===== config.mk =====
export PLATFORM = sky130hd
export DESIGN_NAME = letras2notas
export DESIGN_NICKNAME = d
export VERILOG_FILES = /design/src/rtl/letras2notas_pkg.sv /design/src/rtl/letras2notas_letra2nota.sv /design/src/rtl/letras2notas.sv
export SDC_FILE = /design/constraint.sdc
export NUM_CORES = 1
export LEC_CHECK = 0
export CAP_MARGIN = 20
export CORE_MARGIN = 8
export CORE_UTILIZATION = 35
export DETAILED_ROUTE_END_ITERATION = 7
export GPL_TIMING_DRIVEN = 0
export SYNTH_ARGS = -nofsm -noshare
export SYNTH_HDL_FRONTEND = slang
export SYNTH_SLANG_ARGS = --single-unit

===== constraint.sdc =====
create_clock -name clk -period 2.7 [get_ports clk]
set_clock_uncertainty 0.15 [all_clocks]
set_input_delay 0.54 -clock clk [delete_from_list [all_inputs] [get_ports clk]]
set_output_delay 0.54 -clock clk [all_outputs]
set_load 0.03 [all_outputs]

===== src/rtl/letras2notas_pkg.sv =====
// letras2notas_pkg: shared FSM encoding, blank code and letter-to-note table
package letras2notas_pkg;

    typedef enum logic [1:0] {
        ESPERA_SYNC = 2'd0,
        COLETA      = 2'd1,
        AVALIA      = 2'd2
    } estado_t;

    localparam logic [4:0] BRANCO = 5'b00000;

    // Indexed by letras[2:0]; entry 0 is unused because code 0 is never a note
    localparam logic [2:0] TABELA_NOTAS [8] = '{3'd0, 3'd5, 3'd6, 3'd0, 3'd1, 3'd2, 3'd3, 3'd4};

endpackage


===== src/rtl/letras2notas_letra2nota.sv =====
// letra2nota: combinational decode of the slot-3 letter code into a note
module letra2nota
    import letras2notas_pkg::*;
(
    input  logic [4:0] letras,
    output logic [2:0] nota,
    output logic       codigo_ok
);

    // Only codes 1..7 with the upper two bits clear name a note
    always_comb begin
        nota      = TABELA_NOTAS[letras[2:0]];
        codigo_ok = (letras[4:3] == 2'b00) && (letras[2:0] != 3'd0);
    end

endmodule


===== src/rtl/letras2notas.sv =====
// letras2notas: frames scanned display letters and confirms stable notes
module letras2notas
    import letras2notas_pkg::*;
#(
    parameter int N_CONF = 2
) (
    input  logic       clk,
    input  logic       rst_n,
    input  logic [4:0] letras,
    input  logic [1:0] contagem_display,
    input  logic       amostra,
    output logic [2:0] nota,
    output logic       nota_valida,
    output logic       erro
);

    localparam logic [2:0] N = 3'(N_CONF);

    estado_t    estado;
    logic [1:0] esperado;
    logic       quadro_ok;
    logic [2:0] candidato;
    logic [2:0] contador;
    logic       primeiro;
    logic [2:0] nota_dec;
    logic       codigo_ok;
    logic       final_ok;
    logic [2:0] contador_novo;
    logic       confirma;

    letra2nota u_letra2nota (
        .letras    (letras),
        .nota      (nota_dec),
        .codigo_ok (codigo_ok)
    );

    // Frame verdict computed on the slot-3 sample so the pulse lands in the AVALIA cycle
    always_comb begin
        final_ok      = quadro_ok && codigo_ok;
        contador_novo = (nota_dec == candidato) ? ((contador >= N) ? N : contador + 3'd1) : 3'd1;
        confirma      = final_ok && (contador_novo == N) && ((nota_dec != nota) || primeiro);
    end

    // Frame sequencing, confirmation counting and registered pulse outputs
    always_ff @(posedge clk or negedge rst_n) begin
        if (!rst_n) begin
            estado      <= ESPERA_SYNC;
            esperado    <= 2'd1;
            quadro_ok   <= 1'b0;
            candidato   <= 3'd0;
            contador    <= 3'd0;
            primeiro    <= 1'b1;
            nota        <= 3'd0;
            nota_valida <= 1'b0;
            erro        <= 1'b0;
        end else begin
            nota_valida <= 1'b0;
            erro        <= 1'b0;
            case (estado)
                ESPERA_SYNC: begin
                    if (amostra && contagem_display == 2'd0) begin
                        estado    <= COLETA;
                        esperado  <= 2'd1;
                        quadro_ok <= (letras == BRANCO);
                    end
                end
                COLETA: begin
                    if (amostra) begin
                        if (contagem_display != esperado) begin
                            erro <= 1'b1;
                            if (contagem_display == 2'd0) begin
                                esperado  <= 2'd1;
                                quadro_ok <= (letras == BRANCO);
                            end else begin
                                estado <= ESPERA_SYNC;
                            end
                        end else if (contagem_display == 2'd3) begin
                            estado <= AVALIA;
                            if (!final_ok) begin
                                erro     <= 1'b1;
                                contador <= 3'd0;
                            end else begin
                                candidato <= nota_dec;
                                contador  <= contador_novo;
                                if (confirma) begin
                                    nota        <= nota_dec;
                                    nota_valida <= 1'b1;
                                    primeiro    <= 1'b0;
                                end
                            end
                        end else begin
                            esperado  <= esperado + 2'd1;
                            quadro_ok <= quadro_ok && (letras == BRANCO);
                        end
                    end
                end
                default: estado <= ESPERA_SYNC;
            endcase
        end
    end

endmodule


==> out/results.txt <==
Register Area -> 428 um^2
Worst-Margin Slew -> 0.745 ns
CP max-delay cell -> clkdlybuf4s50_1
PwrDens -> 456 mW/mm^2
CP Launch Type -> input pin
CTS Hold Bufs -> 0
Area delta synth->final -> 17.9%
Antenna-violating nets left -> 0
WP buf/inv -> 2
Inst Count DP -> 168
MaxCap Viol Count -> 0
Final-report setup violation count -> 0
Number of port buffers -> 12
Initial antenna violation count -> 0
N_diodes -> 0
Layout net count -> 145
CTS H-tree depth -> 1
CTS tree -> yes
Drt total wl -> 2010 um
Post-layout util -> 43.5%
Worst endpoint required time -> 2.72 ns
Die X -> 72.8 um
Number of synthesized register bits -> 17
Max_slew headroom -> 50.2%
Grt total ovfl -> 0
Clock buffer depth -> 2
Static Leak -> 0.623 nW
# Post-CTS Setup Buffers -> 0
Critical Path, Cell by Cell -> clkdlybuf4s50_1 -> inv_1 -> ha_1 -> xor2_1 -> mux2i_1 -> nand4b_2 -> a211oi_4 -> mux2_2
# IOs -> 15
Filler cells -> 302
Placeable Area -> 0.00305 mm^2
Final hold viol count -> 0
CP delay by family, top -> buffers and inverters
Row cnt -> 20
Critical path class -> input pin to flip-flop
CP peak stage delay -> 0.52 ns
Die area -> 0.00529 mm^2
Yosys cell types -> 38
WL/cell -> 11.7 um
Multi-input logic area -> 639 um^2
DRC Markers -> 0
Final worst path period need -> 2.56 ns
Setup TNS -> 0 ns
Routability cong. -> 0.771
Via count -> 827
Worst skew pair latency -> 0.28 ns
Worst hold path class -> flip-flop to flip-flop
Share of cells above drive strength 1 -> 18.8%
1st-iter DRT viols -> 38
Crit Path Max Fanout -> 5
Peak VDD IR -> 0.000200 V
Initial core utilization -> 36.9%
Critical Path End Type -> flip-flop
Dpl cell area -> 0.00130 mm^2
Clock Sinks -> 17
Drt pass-1 iters -> 4
Final period util -> 94.7%
Largest net degree at the start of global routing -> 18
Dominant cell type by area after synthesis -> dfrtp_1
Mapped Area -> 0.00113 mm^2
Unrepaired setup endpoints after global routing -> no
Final cell count without fillers -> 172
Die H -> 72.8 um
Critical path arrival -> 2.58 ns
Vias in the first global route -> 769
Tot GR Track Use -> 8.06%
Post-DP HPWL -> 1610 um
Seq/Total Area, Yosys -> 38.0%
Count of pins over their slew limit -> 0
Gate Count Post-Synth -> 112
Yosys top cell area share -> 33.3%
Num CTS Buffers -> 3
Post-DR vias/cell -> 4.81
First-pass GRT wire length -> 3430 um
Status -> completed
Cts repair resizes -> 0
Leading post-synthesis cells by cell area -> dfrtp_1, ha_1, xor2_1
Post-Syn Nets -> 128
Design area -> 0.00133 mm^2
Highest clock rate -> 0.391 GHz
Root Driver -> clkbuf_4
Mean Syn Cell Area -> 10.1 um^2
Ys Warns -> 0
Clk slew on worst S/H paths -> 0.10 ns
==> worst reg2reg max path, stage by stage (launching register included) <==
cell and delay [ns]:
dfstp_2 0.52, buf_2 0.18, and3_1 0.20, nand4_2 0.15, clkinv_1 0.11, nand2_2 0.10
a211oi_4 0.33, mux2_2 0.37
==> per-layer routing <==
metal / GRT usage, % / part of all wire, % / vias to the layer above
li1: - / - / 423
met1: 10.4 / 50 / 384
met2: 12.0 / 45 / 18
met3: 2.88 / 4.5 / 2
met4: 2.67 / 0.60 / 0
met5: 0 / 0 / -
==> power breakdown <==
| group | total, W | internal (W) | leakage (nW) | switching [W] |
|---|---|---|---|---|
| sequential | 0.000305 | 0.000284 | 0.223 | 0.0000217 |
| combinational | 0.000168 | 0.0000739 | 0.384 | 0.0000942 |
| clock | 0.000132 | 0.0000573 | 0.0150 | 0.0000748 |
==> cells in the final DEF, fill, tap and decap left out, types with 2 or more instances in the layout <==
cell type | netlist | final
clkdlybuf4s50_1 | 0 | 12
a21oi_1 | 4 | 4
ha_1 | 6 | 6
inv_1 | 4 | 4
nand2b_1 | 5 | 5
clkbuf_4 | 0 | 3
nand2_1 | 15 | 15
o21ai_0 | 7 | 7
nand3_1 | 2 | 2
xnor2_1 | 2 | 2
mux2_2 | 5 | 5
and2b_2 | 2 | 2
mux2i_1 | 3 | 3
dfrtp_1 | 15 | 15
buf_6 | 2 | 2
a31oi_1 | 3 | 3
nor3_1 | 2 | 2
nor2_1 | 6 | 6
dfstp_2 | 2 | 2
xor2_1 | 7 | 7
==> metrics by stage <==
| stage | hold WS (ns) | setup WS [ns] | power [W] |
|---|---|---|---|
| floorplan | 0.0944 | 0.561 | 0.000430 |
| global placement | 0.279 | -0.153 | 0.000475 |
| detailed placement | 0.279 | -0.167 | 0.000480 |
| CTS | 0.292 | 0.150 | 0.000617 |
| global route | 0.313 | 0.0233 | 0.000648 |
| finish | 0.292 | 0.144 | 0.000606 |
==> layout make-up <==
class,count,share of cell area (%)
plain buffers,4,3.11
clock buffers,4,1.98
inverters,5,1.41
repair buffers,12,9.04
well taps,44,4.14
flip-flops and latches,17,32.2
multi-input cells,86,48.1
==> kinds of logic after synthesis <==
logic type               after synthesis  share of synthesized area [%]
AO/OA/AOI/OAI                         21                           13.4
XOR/XNOR                               9                           6.99
adder cells (fa/ha/maj)                6                           6.66
buffers and inverters                  9                           5.33
flip-flops                            17                           38.0
multiplexers                           8                           7.66
AND/OR/NAND/NOR                       42                           22.0
==> state kept, by name, summed over array words and instances (netlist names) <==
register / cells
estado: 2
quadro_ok: 1
nota_valida: 1
erro: 1
contador: 3
esperado: 2
primeiro: 1
candidato: 3
nota: 3
==> cell usage after synthesis, drive strengths merged <==
library cell / number
a2111oi: 1
a211oi: 1
a21o: 1
a21oi: 4
a22o: 1
a31oi: 3
a32o: 1
and2: 1
and2b: 2
and3: 1
buf: 3
clkbuf: 1
clkinv: 1
dfrtp: 15
dfstp: 2
ha: 6
inv: 4
mux2: 5
mux2i: 3
nand2: 16
nand2b: 5
nand3: 2
nand3b: 1
nand4: 1
nand4b: 1
nor2: 6
nor3: 2
nor4: 1
nor4b: 1
o21ai: 7
o311ai: 1
o41a: 1
or3: 1
or3b: 1
xnor2: 2
xor2: 7
==> final timing paths <==
check                         endpoint  depth (start not counted)  slack (ns)   startpoint
max in group asynchronous  contador[1]                          1        1.39        rst_n
hold reg to reg              estado[0]                          1        0.29    estado[1]
setup / recovery               nota[0]                          8        0.14    letras[0]
setup reg to reg               nota[0]                          7        0.48  esperado[0]
min in group asynchronous    estado[1]                          1        0.54        rst_n
hold / removal               estado[0]                          1        0.29    estado[1]
(Power assumes the default switching activity.)
